--- config.mk ---
export PLATFORM = sky130hd
export DESIGN_NAME = hdlc_flag_tx
export DESIGN_NICKNAME = d
export VERILOG_FILES = /design/src/rtl/hdlc_pkg.sv /design/src/rtl/hdlc_bit_stuffer.sv /design/src/rtl/hdlc_flag_tx.sv
export SDC_FILE = /design/constraint.sdc
export NUM_CORES = 1
export LEC_CHECK = 0
export BUFFER_PORTS_ARGS = -buffer_cell sky130_fd_sc_hd__buf_2
export CAP_MARGIN = 40
export CORE_MARGIN = 2
export CORE_UTILIZATION = 50
export DETAILED_ROUTE_END_ITERATION = 16
export PLACE_DENSITY = 0.7
export SLEW_MARGIN = 25
export SYNTH_ARGS = -nofsm -noshare
export SYNTH_HDL_FRONTEND = slang
export SYNTH_SLANG_ARGS = --single-unit
--- constraint.sdc ---
create_clock -name clk -period 2.2 [get_ports clk]
set_input_delay 0.11 -clock clk [delete_from_list [all_inputs] [get_ports clk]]
set_output_delay 0.11 -clock clk [all_outputs]
set_load 0.02 [all_outputs]
--- src/rtl/hdlc_pkg.sv ---
// Shared constants and state encoding for the HDLC-style flag framer and detector.
package hdlc_pkg;

  localparam logic [7:0] FLAG_BYTE = 8'h7E;
  localparam int         STUFF_RUN = 5;
  localparam int         ABORT_LEN = 7;

  typedef enum logic [2:0] {
    IDLE,
    OPEN,
    DATA,
    STUFF,
    CLOSE,
    ABORT
  } tx_state_t;

endpackage

--- src/rtl/hdlc_bit_stuffer.sv ---
// Tracks the run of consecutive payload 1s and requests an inserted 0 once the
// run reaches STUFF_RUN. Flag, abort and stuff bits are not counted and clear the run.
module hdlc_bit_stuffer #(
  parameter int STUFF_RUN = 5
) (
  input  logic clk,
  input  logic reset_n,
  input  logic bit_in,
  input  logic bit_strobe,
  input  logic flag_mode,
  output logic bit_out,
  output logic insert_zero
);

  localparam int            RW       = $clog2(STUFF_RUN + 1);
  localparam logic [RW-1:0] RUN_LAST = RW'(STUFF_RUN - 1);

  logic [RW-1:0] run_cnt;

  // Run counter: counts payload 1s, any payload 0 or non-payload cycle clears it.
  always_ff @(posedge clk or negedge reset_n) begin
    if (!reset_n) begin
      run_cnt <= '0;
    end else if (flag_mode) begin
      run_cnt <= '0;
    end else if (bit_strobe) begin
      run_cnt <= bit_in ? run_cnt + 1'b1 : '0;
    end
  end

  assign bit_out     = bit_in;
  assign insert_zero = bit_strobe & ~flag_mode & bit_in & (run_cnt == RUN_LAST);

endmodule

--- src/rtl/hdlc_flag_tx.sv ---
// Flag-delimited serial framer: opening flag(s), zero-stuffed payload, closing flag,
// or an abort sequence of 1s when the source underruns mid-frame.
//
// state | meaning
// IDLE  | line idle at 1, waiting for the first byte of a frame
// OPEN  | shifting FLAG_BYTE OPEN_FLAGS times
// DATA  | shifting the held payload byte MSB-first
// STUFF | driving one inserted 0 after a run of STUFF_RUN payload 1s
// CLOSE | shifting one closing FLAG_BYTE
// ABORT | driving ABORT_LEN 1s after an underrun
module hdlc_flag_tx #(
  parameter logic [7:0] FLAG_BYTE  = hdlc_pkg::FLAG_BYTE,
  parameter int         STUFF_RUN  = hdlc_pkg::STUFF_RUN,
  parameter int         OPEN_FLAGS = 1
) (
  input  logic       clk,
  input  logic       reset_n,
  input  logic [7:0] din,
  input  logic       din_valid,
  input  logic       din_last,
  output logic       din_ready,
  output logic       w,
  output logic       w_valid,
  output logic       busy
);

  import hdlc_pkg::*;

  localparam int            FW         = $clog2(OPEN_FLAGS + 1) + 3;
  localparam logic [FW-1:0] OPEN_LOAD  = FW'(8 * OPEN_FLAGS - 1);
  localparam logic [FW-1:0] CLOSE_LOAD = FW'(7);
  localparam logic [FW-1:0] ABORT_LOAD = FW'(ABORT_LEN - 1);

  tx_state_t     state;
  tx_state_t     state_nxt;
  logic [7:0]    hold;
  logic          hold_last;
  logic [2:0]    bit_cnt;
  logic [FW-1:0] cnt;
  logic          byte_done;
  logic          cnt_tc;
  logic          accept;
  logic          byte_end;
  logic          bit_sel;
  logic          bit_strobe;
  logic          flag_mode;
  logic          stuf_bit;
  logic          insert_zero;
  logic          w_nxt;
  logic          w_valid_nxt;

  hdlc_bit_stuffer #(
    .STUFF_RUN (STUFF_RUN)
  ) u_stuffer (
    .clk         (clk),
    .reset_n     (reset_n),
    .bit_in      (bit_sel),
    .bit_strobe  (bit_strobe),
    .flag_mode   (flag_mode),
    .bit_out     (stuf_bit),
    .insert_zero (insert_zero)
  );

  assign cnt_tc     = (cnt == '0);
  assign accept     = din_valid & din_ready;
  assign bit_strobe = (state == DATA);
  assign flag_mode  = (state != DATA);
  // A byte finishes on its bit 0, or on the stuff bit that follows bit 0.
  assign byte_end   = ((state == DATA) && (bit_cnt == 3'd0) && !insert_zero) ||
                      ((state == STUFF) && byte_done);

  // State register.
  always_ff @(posedge clk or negedge reset_n) begin
    if (!reset_n) begin
      state <= IDLE;
    end else begin
      state <= state_nxt;
    end
  end

  // Next-state decode.
  always_comb begin
    state_nxt = state;
    case (state)
      IDLE: begin
        if (accept) state_nxt = OPEN;
      end
      OPEN: begin
        if (cnt_tc) state_nxt = DATA;
      end
      DATA, STUFF: begin
        if (insert_zero) begin
          state_nxt = STUFF;
        end else if (byte_end) begin
          if (hold_last)   state_nxt = CLOSE;
          else if (accept) state_nxt = DATA;
          else             state_nxt = ABORT;
        end else begin
          state_nxt = DATA;
        end
      end
      CLOSE, ABORT: begin
        if (cnt_tc) state_nxt = IDLE;
      end
      default: state_nxt = IDLE;
    endcase
  end

  // Outputs and handshake; din_ready never looks at din_valid.
  always_comb begin
    busy        = (state != IDLE);
    w_valid_nxt = (state != IDLE);
    w_nxt       = stuf_bit;
    din_ready   = 1'b0;
    if (state == IDLE) begin
      din_ready = 1'b1;
    end else if (byte_end && !hold_last) begin
      din_ready = 1'b1;
    end
  end

  // Bit offered to the stuffer for the next line edge.
  always_comb begin
    bit_sel = 1'b1;
    case (state)
      OPEN, CLOSE: bit_sel = FLAG_BYTE[cnt[2:0]];
      DATA:        bit_sel = hold[bit_cnt];
      STUFF:       bit_sel = 1'b0;
      default:     bit_sel = 1'b1;
    endcase
  end

  // Registered line output; reset forces the idle level at once.
  always_ff @(posedge clk or negedge reset_n) begin
    if (!reset_n) begin
      w       <= 1'b1;
      w_valid <= 1'b0;
    end else begin
      w       <= w_nxt;
      w_valid <= w_valid_nxt;
    end
  end

  // Holding register and payload bit index.
  always_ff @(posedge clk or negedge reset_n) begin
    if (!reset_n) begin
      hold      <= '0;
      hold_last <= 1'b0;
      bit_cnt   <= '0;
      byte_done <= 1'b0;
    end else begin
      if (accept) begin
        hold      <= din;
        hold_last <= din_last;
        bit_cnt   <= 3'd7;
      end else if (state == DATA) begin
        bit_cnt <= bit_cnt - 3'd1;
      end
      if (state == DATA) begin
        byte_done <= (bit_cnt == 3'd0);
      end
    end
  end

  // Down-counter timing flag and abort sequences; low 3 bits index the flag MSB-first.
  always_ff @(posedge clk or negedge reset_n) begin
    if (!reset_n) begin
      cnt <= '0;
    end else if ((state == IDLE) && accept) begin
      cnt <= OPEN_LOAD;
    end else if ((state_nxt == CLOSE) && (state != CLOSE)) begin
      cnt <= CLOSE_LOAD;
    end else if ((state_nxt == ABORT) && (state != ABORT)) begin
      cnt <= ABORT_LOAD;
    end else if (!cnt_tc) begin
      cnt <= cnt - 1'b1;
    end
  end

endmodule
Word-level counts from Yosys, hierarchy flattened:

Memory sizes are Yosys's and may differ from the RTL's.
Index checks and enable logic that the tools add are counted.

* input bits: 12
* word-level logic and storage cells: 74
* memories: 1
* register bits after elaboration: 25
* bits in read-only memories: 8
* output and inout port bits: 4

Memories
* (name not given): words 8, bits a word 1, read ports 1, clocked after memory_dff 0, wr ports 0, line hdlc_flag_tx.sv:126 `OPEN, CLOSE: bit_sel = FLAG_BYTE[cnt[2:0]];`

* reductions and logical operators: 19
* bitwise logic cells: 5
* $add $sub $neg: 3
* equality and inequality tests: 12
* multiplexer cells: 23
* magnitude comparators: 2

Operator list (count)
* two-way mux 3 bit: 12
* two-way mux 4 bit: 4
* == test 3 bit (second input constant): 5
* case mux 3 bit (4 select lines): 1
* less-than comparator 3 x 4 -> 1 bit (second input constant): 2
* logical AND 1 bit: 7
* == test 3 x 2 -> 1 bit (second input constant): 2
* zero test 3 bit: 2
* inequality test 3 bit (second input constant): 2
* OR reduction 2 bit: 3
* AND 1 bit: 4
* zero test 4 bit: 1
* two-way mux 1 bit: 4
* inequality test 4 x 1 -> 1 bit (second input constant): 1
* nonzero test 2 bit: 2
* subtractor 4 x 1 -> 4 bit (second input constant): 1
* adder 3 x 1 -> 3 bit (second input constant): 1
* binary-select mux 1 bit (select 3 bit): 1
* == test 3 x 1 -> 1 bit (second input constant): 1
* inequality test 3 x 2 -> 1 bit (second input constant): 1
* case mux 1 bit (3 select lines): 1
* nonzero test 3 bit: 1
* subtractor 3 x 1 -> 3 bit (second input constant): 1
* zero test 1 bit: 2
* other kinds (2): 2

Longest topological paths before layout:

* word-level depth: 22
* mapped depth: 7
* depth with buffers taken out: 6

Modules after synthesis:

From an unflattened synthesis, not the netlist that was laid out.

* cells, all modules: 126
* area total of the unflattened synthesis: 1401.3 um^2

Modules (own cells, without submodules)
* hdlc_flag_tx: sequential area each 551.8 um^2, cells each 106, times used 1, area an instance 1212.4 um^2
* hdlc_bit_stuffer: sequential area each 75.1 um^2, cells each 20, times used 1, area an instance 188.9 um^2

Least setup slack after synthesis:

Ideal clock, no wire load.

* path kind: reg2reg
* from: reg state[0]
* to: reg hold[1]
* setup slack: 0.323 ns
* path buffers: 2
* arrival time: 1.752 ns
* clock period less this slack: 1.877 ns
* required time: 2.075 ns
* library setup time: 0.125 ns
* cell stages (with the launch flop): 7
* path through: dfrtp_1 buf_6 nor3b_4 o2111ai_4 o31ai_4 buf_6 mux2_4

* cells in the longest elaborated chain, start to end: 12
* elaborated cells between the ends (all ways): 21
* those cells by class: 5 x eq/ne; 3 x mux; 5 x bitwise; 8 x reduce/logical

RTL lines
* start, declared: line hdlc_flag_tx.sv:34 `tx_state_t state;`
* start signal, assigned: line hdlc_flag_tx.sv:77 `state <= state_nxt;`
* == test 3 x 1 -> 1 bit, or another cell as far along: line hdlc_flag_tx.sv:125 `case (state)`
* OR reduction 2 bit / NOT 1 bit (equally long branches): line hdlc_flag_tx.sv:125, hdlc_bit_stuffer.sv:32
* case mux 1 bit (3 select lines) / AND 1 bit (equally long branches): line hdlc_flag_tx.sv:125, hdlc_bit_stuffer.sv:32
* AND 1 bit (2 in series): line hdlc_bit_stuffer.sv:32 `assign insert_zero = bit_strobe & ~flag_mode & bit_in & (run_cnt == RUN_LAST);`
* zero test 1 bit: line hdlc_flag_tx.sv:69 `assign byte_end = ((state == DATA) && (bit_cnt == 3'd0) && !insert_zero) ||`
* logical AND 1 bit: line hdlc_flag_tx.sv:69
* logical OR 1 bit: line hdlc_flag_tx.sv:69
* logical AND 1 bit: line hdlc_flag_tx.sv:117 `end else if (byte_end && !hold_last) begin`
* two-way mux 1 bit: line hdlc_flag_tx.sv:117
* two-way mux 1 bit *: line hdlc_flag_tx.sv:115 `if (state == IDLE) begin`
* AND 1 bit *: line hdlc_flag_tx.sv:65 `assign accept = din_valid & din_ready;`
* end signal, assigned: line hdlc_flag_tx.sv:153 `hold <= din;`
* end, declared: line hdlc_flag_tx.sv:36 `logic [7:0] hold;`

Every way passes the cells marked *; elsewhere a longest branch is shown, timed or not.
A chain may end at the register's enable or synchronous reset.

Final worst setup path:

* from: reg bit_cnt[1]
* to: out din_ready

* cells in the longest elaborated chain, start to end: 11
* elaborated cells between the ends (all ways): 13
* those cells by class: 5 x mux; 2 x bitwise; 6 x reduce/logical

RTL lines
* start, declared: line hdlc_flag_tx.sv:38 `logic [2:0] bit_cnt;`
* start signal, assigned: line hdlc_flag_tx.sv:157 `bit_cnt <= bit_cnt - 3'd1;`
* binary-select mux 1 bit (select 3 bit): line hdlc_flag_tx.sv:127 `DATA: bit_sel = hold[bit_cnt];`
* two-way mux 1 bit (not written as such): line hdlc_flag_tx.sv:127
* case mux 1 bit (3 select lines): line hdlc_flag_tx.sv:125
* AND 1 bit (2 in series): line hdlc_bit_stuffer.sv:32
* zero test 1 bit: line hdlc_flag_tx.sv:69
* logical AND 1 bit *: line hdlc_flag_tx.sv:69
* logical OR 1 bit *: line hdlc_flag_tx.sv:69
* logical AND 1 bit *: line hdlc_flag_tx.sv:117
* two-way mux 1 bit *: line hdlc_flag_tx.sv:117
* two-way mux 1 bit *: line hdlc_flag_tx.sv:115
* end, declared: line hdlc_flag_tx.sv:21 `output logic din_ready,`

Every way passes the cells marked *; elsewhere a longest branch is shown, timed or not. The select of a mux whose other input is x is not followed.

==> reports/results.txt <==
Post-synth EDFFs: 0
CTS tree: done
Die Span X: 57.1 um
Pint: 1310 uW
Slew headroom: 63.1%
arrival time at the worst endpoint: 1980 ps
yosys warns: 0
Placer Congestion: 0.822
crit path time final: 2090 ps
initial antenna violation count: 0
Clock Power Share: 9.4%
Logic pwr share: 51.5%
worst hold path type: in2reg
Row Count: 19
clock sinks: 25
most frequent cells in the layout: dfrtp_1 (23), buf_2 (15), inv_1 (9)
critical path required time: 2090 ps
metal3 WL: 105 um
Synth top area share: 42.7%
H-tree depth: 1
vias in the first global route: 982
Area growth syn-to-layout: 17.3%
total power: 2150 uW
Cell variety after synth: 39
status: finished, final reports clean
total I/O pin count: 16
worst-path fanout max: 6
Switching Fraction: 39.1%
share of power burned in registers: 39.0%
DR iter-0 viols: 32
Pre-antenna DRT Iters: 4
Clock transition at path regs: 140 ps
critical-path cell list: mux2i_2 > o2111ai_4 > o21a_2 > o21ai_0 > buf_2
met2 wire length: 1.44 mm
multi-input logic area: 706 um^2
layout cells sized above 1: 32.7%
GRT Util Overall: 18.1%
DP Wirelength: 2.07 mm
via count: 1014
CP Launch Type: flip-flop
initial core utilization: 51.9%
post-synthesis instance total: 121
commonest non-fill, non-tap cell in the layout: dfrtp_1
# DRC: 0
dominant synthesized flop cell: dfrtp_1
post-synthesis async set-or-reset flop share: 100%
die height: 57.1 um
Post-Layout Cell Count: 181
Syn Std Cell Area: 0.00141 mm^2
total CTS buffers: 3
Net Sw Power: 839 uW
clock tree buffer depth: 2
sequential fraction of the synthesis area: 44.5%
max layer used: met4
critical path's slowest cell: dfrtp_2
Clock Latency Late Sink: 310 ps
top post-synthesis cells by area: dfrtp_1 (43%), mux2_4 (7.5%), ha_1 (5.3%), mux2i_1 (3.6%), inv_1 (2.4%)
Fin Clk Skew: 3.94 ps
Critical Setup Path Class: reg2out
Inst Count DP: 168
global-route wire length before repair: 4.50 mm
routed wire length: 2.81 mm
max cap viols: 0
CP endpoint kind: output port
period utilization: 95.0%
wire per inst: 15.5 um
hold_ws: 13.9 ps
vias per inst: 5.60
final instance area: 0.00165 mm^2
Max Transition Viols Final: 0
Yosys reg bits: 25
FF/Latch Area: 628 um^2
core footprint: 0.00271 mm^2
Cell Pwr Density: 1300 mW/mm^2
Final ANT Viol Nets: 0
port buffer count: 15
Fillers: 230
Fin. Hold Viols: 0
# setup viols final: 0
DIE AREA: 0.00326 mm^2
Peak supply drop: 766 uV
syn nets: 139
Syn Area/Cell: 11.6 um^2
FMAX: 479 MHz
DP Area: 0.00153 mm^2
root buf cell: clkbuf_4
largest net degree at the start of global routing: 26
wire length on met1: 1.22 mm
post-synth top area cell: dfrtp_1
Leak: 0.000749 uW
antenna fix cells: 0
GRT overflow: 0
slowest cell delay on critical path: 480 ps
worst slew pin tran: 554 ps
Final nets: 169
layout make-up:
class                           count  area share, %
Multi-Input combinational cell     82           42.7
Sequential cell                    25           38.0
Timing Repair Buffer               30           13.2
Tap cell                           31           2.35
Inverter                            9           2.05
Clock buffer                        3           1.36
Clock inverter                      1          0.303
flip-flops by register name, summed over array words and instances, names as in the netlist:
register / flops
u_stuffer.run_cnt: 3
byte_done: 1
w_valid: 1
w: 1
state: 3
cnt: 4
hold_last: 1
hold: 8
bit_cnt: 3
power by group through the flow:
| stage | clock, uW | sequential (uW) | combinational [uW] |
|---|---|---|---|
| 2_1_floorplan | 0 | 792 | 851 |
| 3_3_place_gp | 0 | 827 | 1020 |
| 3_5_place_dp | 0 | 840 | 1060 |
| 4_1_cts | 208 | 833 | 1080 |
| 5_1_grt | 237 | 864 | 1200 |
| 6_report | 202 | 838 | 1110 |
synth_stat cells, types with 2 or more instances:
| library cell | count |
|---|---|
| buf_6 | 3 |
| nand3_1 | 4 |
| a21oi_1 | 6 |
| a211oi_1 | 3 |
| nand2b_1 | 2 |
| nand2_1 | 7 |
| nor2b_1 | 2 |
| o211ai_1 | 3 |
| dfrtp_1 | 24 |
| or3_1 | 2 |
| nand3b_1 | 2 |
| nor2_1 | 7 |
| xnor2_1 | 2 |
| mux2i_1 | 5 |
| o21ai_0 | 5 |
| buf_4 | 2 |
| mux2_4 | 7 |
| ha_1 | 6 |
| inv_1 | 9 |
final timing paths:
| check | start | endpoint | slack, ps | cells after the start |
|---|---|---|---|---|
| setup / recovery | bit_cnt[1] | din_ready | 110 | 5 |
| hold / removal | din[0] | hold[0] | 10 | 2 |
| setup reg to reg | bit_cnt[1] | hold[0] | 240 | 5 |
| hold reg to reg | byte_done | byte_done | 500 | 2 |
| max in group asynchronous | reset_n | bit_cnt[1] | 1510 | 2 |
| min in group asynchronous | reset_n | w_valid | 300 | 2 |
routing by layer:
metal,global-route usage (%),vias up
met5,0,-
met4,7.31,0
met3,2.95,6
met2,31.4,24
met1,22.6,497
li1,-,487
worst max-delay path: cells and delay by family (launching register included):
family                 cells  cell delay, ps
AOI/OAI and AO/OA          3             660
buffers and inverters      1             180
DFF                        1             480
muxes                      1             350
through the flow:
| stage | TNS, ps | setup slack (ps) | utilization (%) |
|---|---|---|---|
| after floorplan | 0 | 323 | - |
| after global placement | 0 | 260 | 56.5 |
| after detailed placement | 0 | 127 | 56.5 |
| after CTS | 0 | 2.10 | 58.0 |
| after global routing | -9.15 | -9.15 | 60.9 |
| final | 0 | 111 | 60.9 |
what timing repair did:
| item | 4_1_cts | 5_1_grt |
|---|---|---|
| pin swaps | 0 | 1 |
| setup buffers | 0 | 2 |
| setup endpoints to repair | 1 | 1 |
| endpoints found under the hold margin | 24 | 6 |
| gates resized for setup | 1 | 3 |
| gates cloned | 0 | 0 |
| hold buffers | 1 | 6 |
logic make-up (layout without fill, tap and decap cells):
kind of cell	after synthesis	in the layout	synth area share [%]
flops	25	25	44.5
compound gates	24	24	13.6
xor+xnor	2	2	1.24
buf+inv	14	43	5.87
fa+ha+maj	6	6	5.33
mux	15	15	14.2
simple gates	35	35	15.2
No activity file was read; power rests on OpenSTA's default activity.
